[config.mk]
export PLATFORM = sky130hd
export DESIGN_NAME = spislaveio
export DESIGN_NICKNAME = d
export VERILOG_FILES = /design/src/rtl/spislaveio.sv
export SDC_FILE = /design/constraint.sdc
export NUM_CORES = 1
export LEC_CHECK = 0
export BUFFER_PORTS_ARGS = -buffer_cell sky130_fd_sc_hd__buf_4
export CAP_MARGIN = 10
export CORE_MARGIN = 3
export CORE_UTILIZATION = 55
export DETAILED_ROUTE_END_ITERATION = 16
export PLACE_DENSITY = 0.81
export SETUP_SLACK_MARGIN = 0.2
export SYNTH_ARGS = -nofsm -noshare
export SYNTH_HDL_FRONTEND = slang
export SYNTH_SLANG_ARGS = --single-unit
export TNS_END_PERCENT = 50
[constraint.sdc]
create_clock -name clk -period 1.8 [get_ports clk]
set_input_delay 0.18 -clock clk [delete_from_list [all_inputs] [get_ports clk]]
set_output_delay 0.18 -clock clk [all_outputs]
set_load 0.02 [all_outputs]
[src/rtl/spislaveio.sv]
// SPI mode-0 slave peripheral with a CPU-side register interface.
// The SPI pins are asynchronous to clk and are synchronized before use.
// A byte is received MSB first into RXBUF. The next transmit byte is taken
// from TXHOLD, or IDLE_BYTE when TXHOLD is empty.
//
// Transfer FSM states:
//   state    | meaning
//   ---------+------------------------------------------------------
//   S_IDLE   | no transfer; miso tristated; waiting for ss_n falling
//   S_ACTIVE | slave selected; shifting on sck edges; miso driven
module spislaveio #(
    parameter logic [7:0] IDLE_BYTE = 8'hFF
) (
    input  logic       clk,
    input  logic       rst,
    input  logic [2:0] AD,
    input  logic [7:0] DI,
    output logic [7:0] DO,
    input  logic       rw,
    input  logic       cs,
    output logic       irq,
    input  logic       ss_n,
    input  logic       sck,
    input  logic       mosi,
    output logic       miso,
    output logic       miso_oe
);

    typedef enum logic {S_IDLE, S_ACTIVE} state_t;

    state_t     state, next_state;

    logic [1:0] ss_q, sck_q, mosi_q;
    logic       ss_prev, sck_prev;
    logic       ss_s, sck_s, mosi_s;
    logic       ss_fall, ss_rise, sck_rise, sck_fall;

    logic [2:0] bitcnt;
    logic [7:0] rxshift, rxbuf, txhold, txshift;
    logic       rxf, txe, ovr, udr;
    logic [2:0] ctrl;

    logic       wr, rd, sel_data, sel_status, sel_ctrl;
    logic       rd_data, wr_data, wr_status, wr_ctrl, en_clear;
    logic       tx_load, tx_shift_en, rx_shift_en, byte_done, abort;
    logic [7:0] rx_byte;

    // AD[2] is not decoded; the register map repeats every four addresses.
    logic       unused_ad;
    assign unused_ad = AD[2];

    assign ss_s   = ss_q[1];
    assign sck_s  = sck_q[1];
    assign mosi_s = mosi_q[1];

    assign ss_fall  = ss_prev & ~ss_s;
    assign ss_rise  = ~ss_prev & ss_s;
    assign sck_rise = ~sck_prev & sck_s;
    assign sck_fall = sck_prev & ~sck_s;

    assign wr         = cs & ~rw;
    assign rd         = cs & rw;
    assign sel_data   = (AD[1:0] == 2'd0);
    assign sel_status = (AD[1:0] == 2'd1);
    assign sel_ctrl   = (AD[1:0] == 2'd2);
    assign rd_data    = rd & sel_data;
    assign wr_data    = wr & sel_data;
    assign wr_status  = wr & sel_status;
    assign wr_ctrl    = wr & sel_ctrl;
    assign en_clear   = wr_ctrl & ~DI[0];

    assign rx_byte = {rxshift[6:0], mosi_s};

    assign miso    = txshift[7];
    assign miso_oe = (state == S_ACTIVE);

    // Two-flop synchronizers plus a delayed copy for edge detection.
    always_ff @(posedge clk) begin
        if (rst) begin
            ss_q     <= 2'b11;
            sck_q    <= 2'b00;
            mosi_q   <= 2'b00;
            ss_prev  <= 1'b1;
            sck_prev <= 1'b0;
        end else begin
            ss_q     <= {ss_q[0], ss_n};
            sck_q    <= {sck_q[0], sck};
            mosi_q   <= {mosi_q[0], mosi};
            ss_prev  <= ss_s;
            sck_prev <= sck_s;
        end
    end

    // Transfer FSM state register.
    always_ff @(posedge clk) begin
        if (rst) state <= S_IDLE;
        else     state <= next_state;
    end

    // Next state and the per-cycle shift/load strobes.
    always_comb begin
        next_state  = state;
        tx_load     = 1'b0;
        tx_shift_en = 1'b0;
        rx_shift_en = 1'b0;
        byte_done   = 1'b0;
        abort       = 1'b0;
        case (state)
            S_IDLE: begin
                if (ss_fall && ctrl[0]) begin
                    next_state = S_ACTIVE;
                    tx_load    = 1'b1;
                end
            end
            S_ACTIVE: begin
                if (ss_rise || en_clear) begin
                    next_state = S_IDLE;
                    abort      = 1'b1;
                end else begin
                    if (sck_rise) begin
                        rx_shift_en = 1'b1;
                        if (bitcnt == 3'd7) begin
                            byte_done = 1'b1;
                            tx_load   = 1'b1;
                        end
                    end
                    // The first falling edge after a reload must keep the
                    // freshly loaded MSB on miso.
                    if (sck_fall && (bitcnt != 3'd0)) tx_shift_en = 1'b1;
                end
            end
            default: next_state = S_IDLE;
        endcase
    end

    // Bit counter and receive shift register.
    always_ff @(posedge clk) begin
        if (rst) begin
            bitcnt  <= 3'd0;
            rxshift <= 8'h00;
        end else if (abort || (state == S_IDLE)) begin
            bitcnt  <= 3'd0;
        end else if (rx_shift_en) begin
            bitcnt  <= bitcnt + 3'd1;
            rxshift <= rx_byte;
        end
    end

    // Receive buffer and its full/overrun flags; a same-cycle DATA read frees the buffer.
    always_ff @(posedge clk) begin
        if (rst) begin
            rxbuf <= 8'h00;
            rxf   <= 1'b0;
            ovr   <= 1'b0;
        end else begin
            if (rd_data) rxf <= 1'b0;
            if (wr_status && DI[2]) ovr <= 1'b0;
            if (byte_done) begin
                if (!rxf || rd_data) begin
                    rxbuf <= rx_byte;
                    rxf   <= 1'b1;
                end else begin
                    ovr   <= 1'b1;
                end
            end
        end
    end

    // Transmit path: reload uses pre-write TXHOLD, then a DATA write refills it.
    always_ff @(posedge clk) begin
        if (rst) begin
            txhold  <= 8'h00;
            txshift <= IDLE_BYTE;
            txe     <= 1'b1;
            udr     <= 1'b0;
        end else begin
            if (wr_status && DI[3]) udr <= 1'b0;
            if (tx_load) begin
                if (!txe) begin
                    txshift <= txhold;
                    txe     <= 1'b1;
                end else begin
                    txshift <= IDLE_BYTE;
                    udr     <= 1'b1;
                end
            end else if (tx_shift_en) begin
                txshift <= {txshift[6:0], 1'b0};
            end
            if (wr_data) begin
                txhold <= DI;
                txe    <= 1'b0;
            end
        end
    end

    // Control register and registered interrupt request.
    always_ff @(posedge clk) begin
        if (rst) begin
            ctrl <= 3'b000;
            irq  <= 1'b0;
        end else begin
            if (wr_ctrl) ctrl <= DI[2:0];
            irq <= ctrl[0] & ((rxf & ctrl[1]) | (txe & ctrl[2]));
        end
    end

    // CPU read mux.
    always_comb begin
        DO = 8'h00;
        case (AD[1:0])
            2'd0:    DO = rxbuf;
            2'd1:    DO = {3'b000, ~ss_s, udr, ovr, txe, rxf};
            2'd2:    DO = {5'b00000, ctrl};
            default: DO = 8'h00;
        endcase
    end

endmodule

Yosys cells after proc, flatten, opt, wreduce, memory -nomap -nowiden
Index checks and enable logic that the tools add are counted.

operators by class
  $add $sub $neg = 1
  equal/unequal tests = 3
  multiplexer cells = 31
  bitwise operators = 23
  reduce and logical (&&, ||, !) cells = 15

operators by type and width
  operator             count
  $mux 1               25
  $mux 8               3
  $pmux 8 s3           1
  $and 1x1->1          14
  $not 1->1            8
  $logic_and 1x1->1    4
  $pmux 1 s2           2
  $reduce_and 2->1     2
  $reduce_bool 2->1    2
  $add 3x1->3 const B  1
  $eq 3x3->1 const B   1
  $logic_or 1x1->1     3
  $reduce_bool 3->1    1
  $eq 2x1->1 const B   1
  $eq 2x2->1 const B   1
  $logic_not 2->1      1
  $reduce_or 2->1      1
  $logic_not 1->1      1
  $or 1x1->1           1

storage, ports and cells
  flip-flop bits (word level) = 51
  bits of input ports = 18
  output and inout port bits = 11
  word-level logic and storage cells = 90

Depth between registers and ports, before layout
  depth in word-level cells = 10
  gate-level depth with buffers = 8
  depth with buffers taken out = 7

Least setup slack after synthesis
Ideal clock, no wire load.

  path type = register -> register
  from = reg bitcnt[0]
  to = reg txshift[1]
  setup time = 134 ps
  arrival = 1443 ps
  data required time = 1666 ps
  path slack = 222 ps
  stages on the path, launching flop included = 7
  buffers on the path = 0
  period minus slack after synthesis = 1578 ps
  path through = dfxtp_1 -> ha_1 -> ha_1 -> o2111a_2 -> nand2_2 -> a2111oi_0 -> a31oi_1

between the ends
  word-level cells in the longest chain between the ends = 6
  elaborated cells between the ends (all ways) = 12
  those cells by class = eq/ne: 1; mux: 8; reduce/logical: 3

ends and longest elaborated chain
  what                                                    line      source
  start: declaration                                      38        logic [2:0] bitcnt;
  start signal: assignment                                144       bitcnt <= bitcnt + 3'd1;
  $eq 3x3->1 / $reduce_bool 3->1 (equally long branches)  122, 129
  $mux 1 / $logic_and 1x1->1 (equally long branches)      122, 129
  $mux 1 (on tied branches)                               120, 129
  $mux 1                                                  116       if (ss_rise || en_clear) begin
  $pmux 1 s2 / $mux 1 (equally long branches)             108       case (state)
  $mux 8 / $reduce_bool 2->1 (equally long branches)      -
  end signal: assignment                                  180       txshift <= txhold;
  end signal: assignment                                  187       txshift <= {txshift[6:0], 1'b0};
  end: declaration                                        39        logic [7:0] rxshift, rxbuf, txhold, txshift;

Parallel ways exist; a longest one is shown, timed or not.
A chain may end at the register's enable or synchronous reset.

Final worst setup path
  from = reg bitcnt[1]
  to = reg txshift[7]

The elaborated chain is that of the path after synthesis.

==> impl_metrics.env <==
export IMPL_outcome="complete, no violations"
export IMPL_critPathMostFrequentCell="ha_4"
export IMPL_layoutNonFillerInstCount=319
export IMPL_fin_util=0.7158
export IMPL_comb_power_share=0.060
export IMPL_syn_area_um2=2162
export IMPL_syn_area_per_cell_um2=9.009
export IMPL_maxSlewHeadroom=0.6129
export IMPL_synth_cells=240
export IMPL_crit_type="reg2reg"
export IMPL_wirelength_um=4630
export IMPL_synth_main_ff_cell="dfxtp_1"
export IMPL_drv_cap=0
export IMPL_place_ws_ns=-0.01567
export IMPL_crit_chain="ha_4 -> ha_4 -> o2111a_2 -> o21bai_4 -> buf_4 -> a2111oi_4 -> a31oi_1"
export IMPL_cts_buffer_depth=2
export IMPL_route_detailed_wl_per_inst_um=14.51
export IMPL_fin_ws_ns=0.2122
export IMPL_end_kind="flop"
export IMPL_die_w_um=68.70
export IMPL_ir_drop_mv=0.6061
export IMPL_yosysWarnings=0
export IMPL_io_pins=29
export IMPL_vias=1744
export IMPL_tightestPinTransition_ns=0.5807
export IMPL_core_area_um2=3716
export IMPL_htree_levels=2
export IMPL_drt_first_pass_iters=4
export IMPL_overflow=0
export IMPL_synth_net_count=261
export IMPL_crit_required_ns=1.99
export IMPL_cts_buffers=5
export IMPL_synth_top_area_cell="dfxtp_1"
export IMPL_ys_types=39
export IMPL_viasPerCell=5.467
export IMPL_cts_hold_buf=0
export IMPL_synthArstFlopShare=0
export IMPL_synthTopCellsByArea="dfxtp_1, mux2i_1, a21oi_1"
export IMPL_grtUsageTotal=0.2133
export IMPL_fmax_ghz=0.6298
export IMPL_cts_tree="yes"
export IMPL_ys_ff_latch=51
export IMPL_antenna_left=0
export IMPL_yosysMostFrequentCell="dfxtp_1"
export IMPL_die_area_um2=4720
export IMPL_synth_top_family_by_area="simple AND/OR/NAND/NOR gates"
export IMPL_hold_violations=0
export IMPL_critPathTopFamily="compound AO/OA/AOI/OAI gates"
export IMPL_p_leak_uw=0.001096
export IMPL_p_clk_frac=0.372
export IMPL_globalplace_congestion=0.7841
export IMPL_post_route_min_period_ns=1.588
export IMPL_grt_start_max_net_pins=57
export IMPL_p_sw_uw=424.6
export IMPL_synth_edf_count=0
export IMPL_min_path_type="in2reg"
export IMPL_cts_sinks=51
export IMPL_io_buffers=27
export IMPL_clk_pin_slew_worst_paths_ns=0.08
export IMPL_fin_nets=292
export IMPL_crit_arrival_ns=1.77
export IMPL_synthAdderAreaFrac=0.01736
export IMPL_power_switching_share=0.2096
export IMPL_cp_max_fo=4
export IMPL_antenna_found_initial=0
export IMPL_critPathLaunchType="flop"
export IMPL_route_detailed_drc=0
export IMPL_yosysTopAreaCellShare=0.4722
export IMPL_hpwl_um=3091
export IMPL_clk_latency_ns=0.30
export IMPL_internal_power_uw=1601
export IMPL_slowest_delay_ns=0.37
export IMPL_synth_simple_gate_area_frac=0.2373
export IMPL_grt_pass1_vias=1661
export IMPL_drt_iter0_markers=108
export IMPL_start_util=0.5818
export IMPL_cts_root_buf="clkbuf_8"
export IMPL_worst_path_buf_inv=1
export IMPL_finalCritPeriodShare=0.8821
export IMPL_placementRows=22
export IMPL_areaGrowthSynthToFinish_pct=23.03
export IMPL_synth_xor_area_frac=0.004051
export IMPL_yosysSeqAreaShare=0.4722
export IMPL_drive_gt1_frac=0.2620
export IMPL_finalMaxSlewViolations=0
export IMPL_yosys_top_cells_count="dfxtp_1, nand2_1, nor2_1"
export IMPL_die_y_um=68.70
export IMPL_antenna_cells=0
export IMPL_fin_skew_ns=0.005287
export IMPL_slowest_stage="dfxtp_4"
export IMPL_post_place_cells=306
export IMPL_muxShareOfSynthArea=0.09722
export IMPL_rsz0062_at_grt="true"
export IMPL_p_seq_frac=0.568
export IMPL_grt_pass1_wl_um=7452
export IMPL_finalSetupViolCount=0
export IMPL_powerDensity_nw_per_um2=761.6
export IMPL_synth_compound_area_frac=0.1314
[power groups by stage]
stage                     Sequential (uW)  Combinational (uW)  Clock [uW]
after floorplan                      1170                72.9           0
after global placement               1180                 116           0
after detailed placement             1180                 117           0
after CTS                            1150                 120         772
after global routing                 1150                 136         799
final                                1150                 122         753
[stage by stage]
stage / setup TNS [ns] / total power [uW] / area, um2 / hold WS [ns]
after floorplan: 0 / 1247 / 2162 / 0.2838
final: 0 / 2026 / 2660 / 0.06409
after global routing: 0 / 2088 / 2660 / 0.06647
after global placement: 0 / 1293 / 2390 / 0.3657
after detailed placement: -0.02678 / 1295 / 2390 / 0.3680
after CTS: 0 / 2043 / 2625 / 0.05260
[layout by cell type, fill, tap and decap left out, types with 2 or more instances in the layout]
master	n
nor4_1	3
ha_4	2
clkbuf_8	5
mux2i_1	21
o21ai_0	4
or2_2	3
and2_1	5
and2_4	2
nand3_1	2
dfxtp_1	47
nor2b_1	8
a21oi_2	2
nand2_1	32
nand2b_1	2
a21oi_1	22
nor2_1	28
dfxtp_2	2
buf_6	3
buf_4	35
nand4_1	5
inv_1	2
inv_2	2
nor2b_4	2
dfxtp_4	2
a31oi_1	2
o211ai_1	5
[area by class of cell]
cell class                 count  area, um2
clock inverter                 1      30.03
tap                           48      60.06
multi-input combinational    171       1155
sequential                    51       1031
fill                         295       1056
inverter                       4      15.01
timing repair buffer          38      296.5
clock buffer                   6      72.57
[layer usage]
| layer | routed length, um | GRT usage |
|---|---|---|
| met2 | 2372 | 0.3695 |
| met1 | 2001 | 0.2467 |
| met3 | 164 | 0.05348 |
| met5 | 0 | 0 |
| met4 | 91 | 0.09489 |
[state kept, by name, indices dropped and copies added (netlist names)]
signal / count
ctrl: 3
ovr: 1
irq: 1
txe: 1
ss_prev: 1
rxbuf: 8
miso_oe: 1
txshift: 8
mosi_q: 2
bitcnt: 3
udr: 1
ss_q: 2
rxf: 1
sck_prev: 1
txhold: 8
sck_q: 2
rxshift: 7
[kinds of logic after synthesis]
kind of cell	count (synthesis)
AO/OA/AOI/OAI	45
XOR/XNOR	1
adder cells (fa/ha/maj)	3
buffers and inverters	18
flip-flops	51
multiplexers	21
AND/OR/NAND/NOR	101
[worst paths after layout]
path | slack, ns | start | end | depth (start not counted)
worst min-delay path | 0.06 | ss_n | ss_q[0] | 2
worst max register to register | 0.21 | bitcnt[1] | txshift[7] | 7
worst max-delay path | 0.21 | bitcnt[1] | txshift[7] | 7
worst min register to register | 0.41 | ss_q[0] | ss_q[1] | 1
[timing repair]
action,in CTS,in global routing
setup endpoints to repair,18,28
pin swaps,10,7
resized for setup,24,10
buffers inserted,6,0
(Power assumes the default switching activity.)
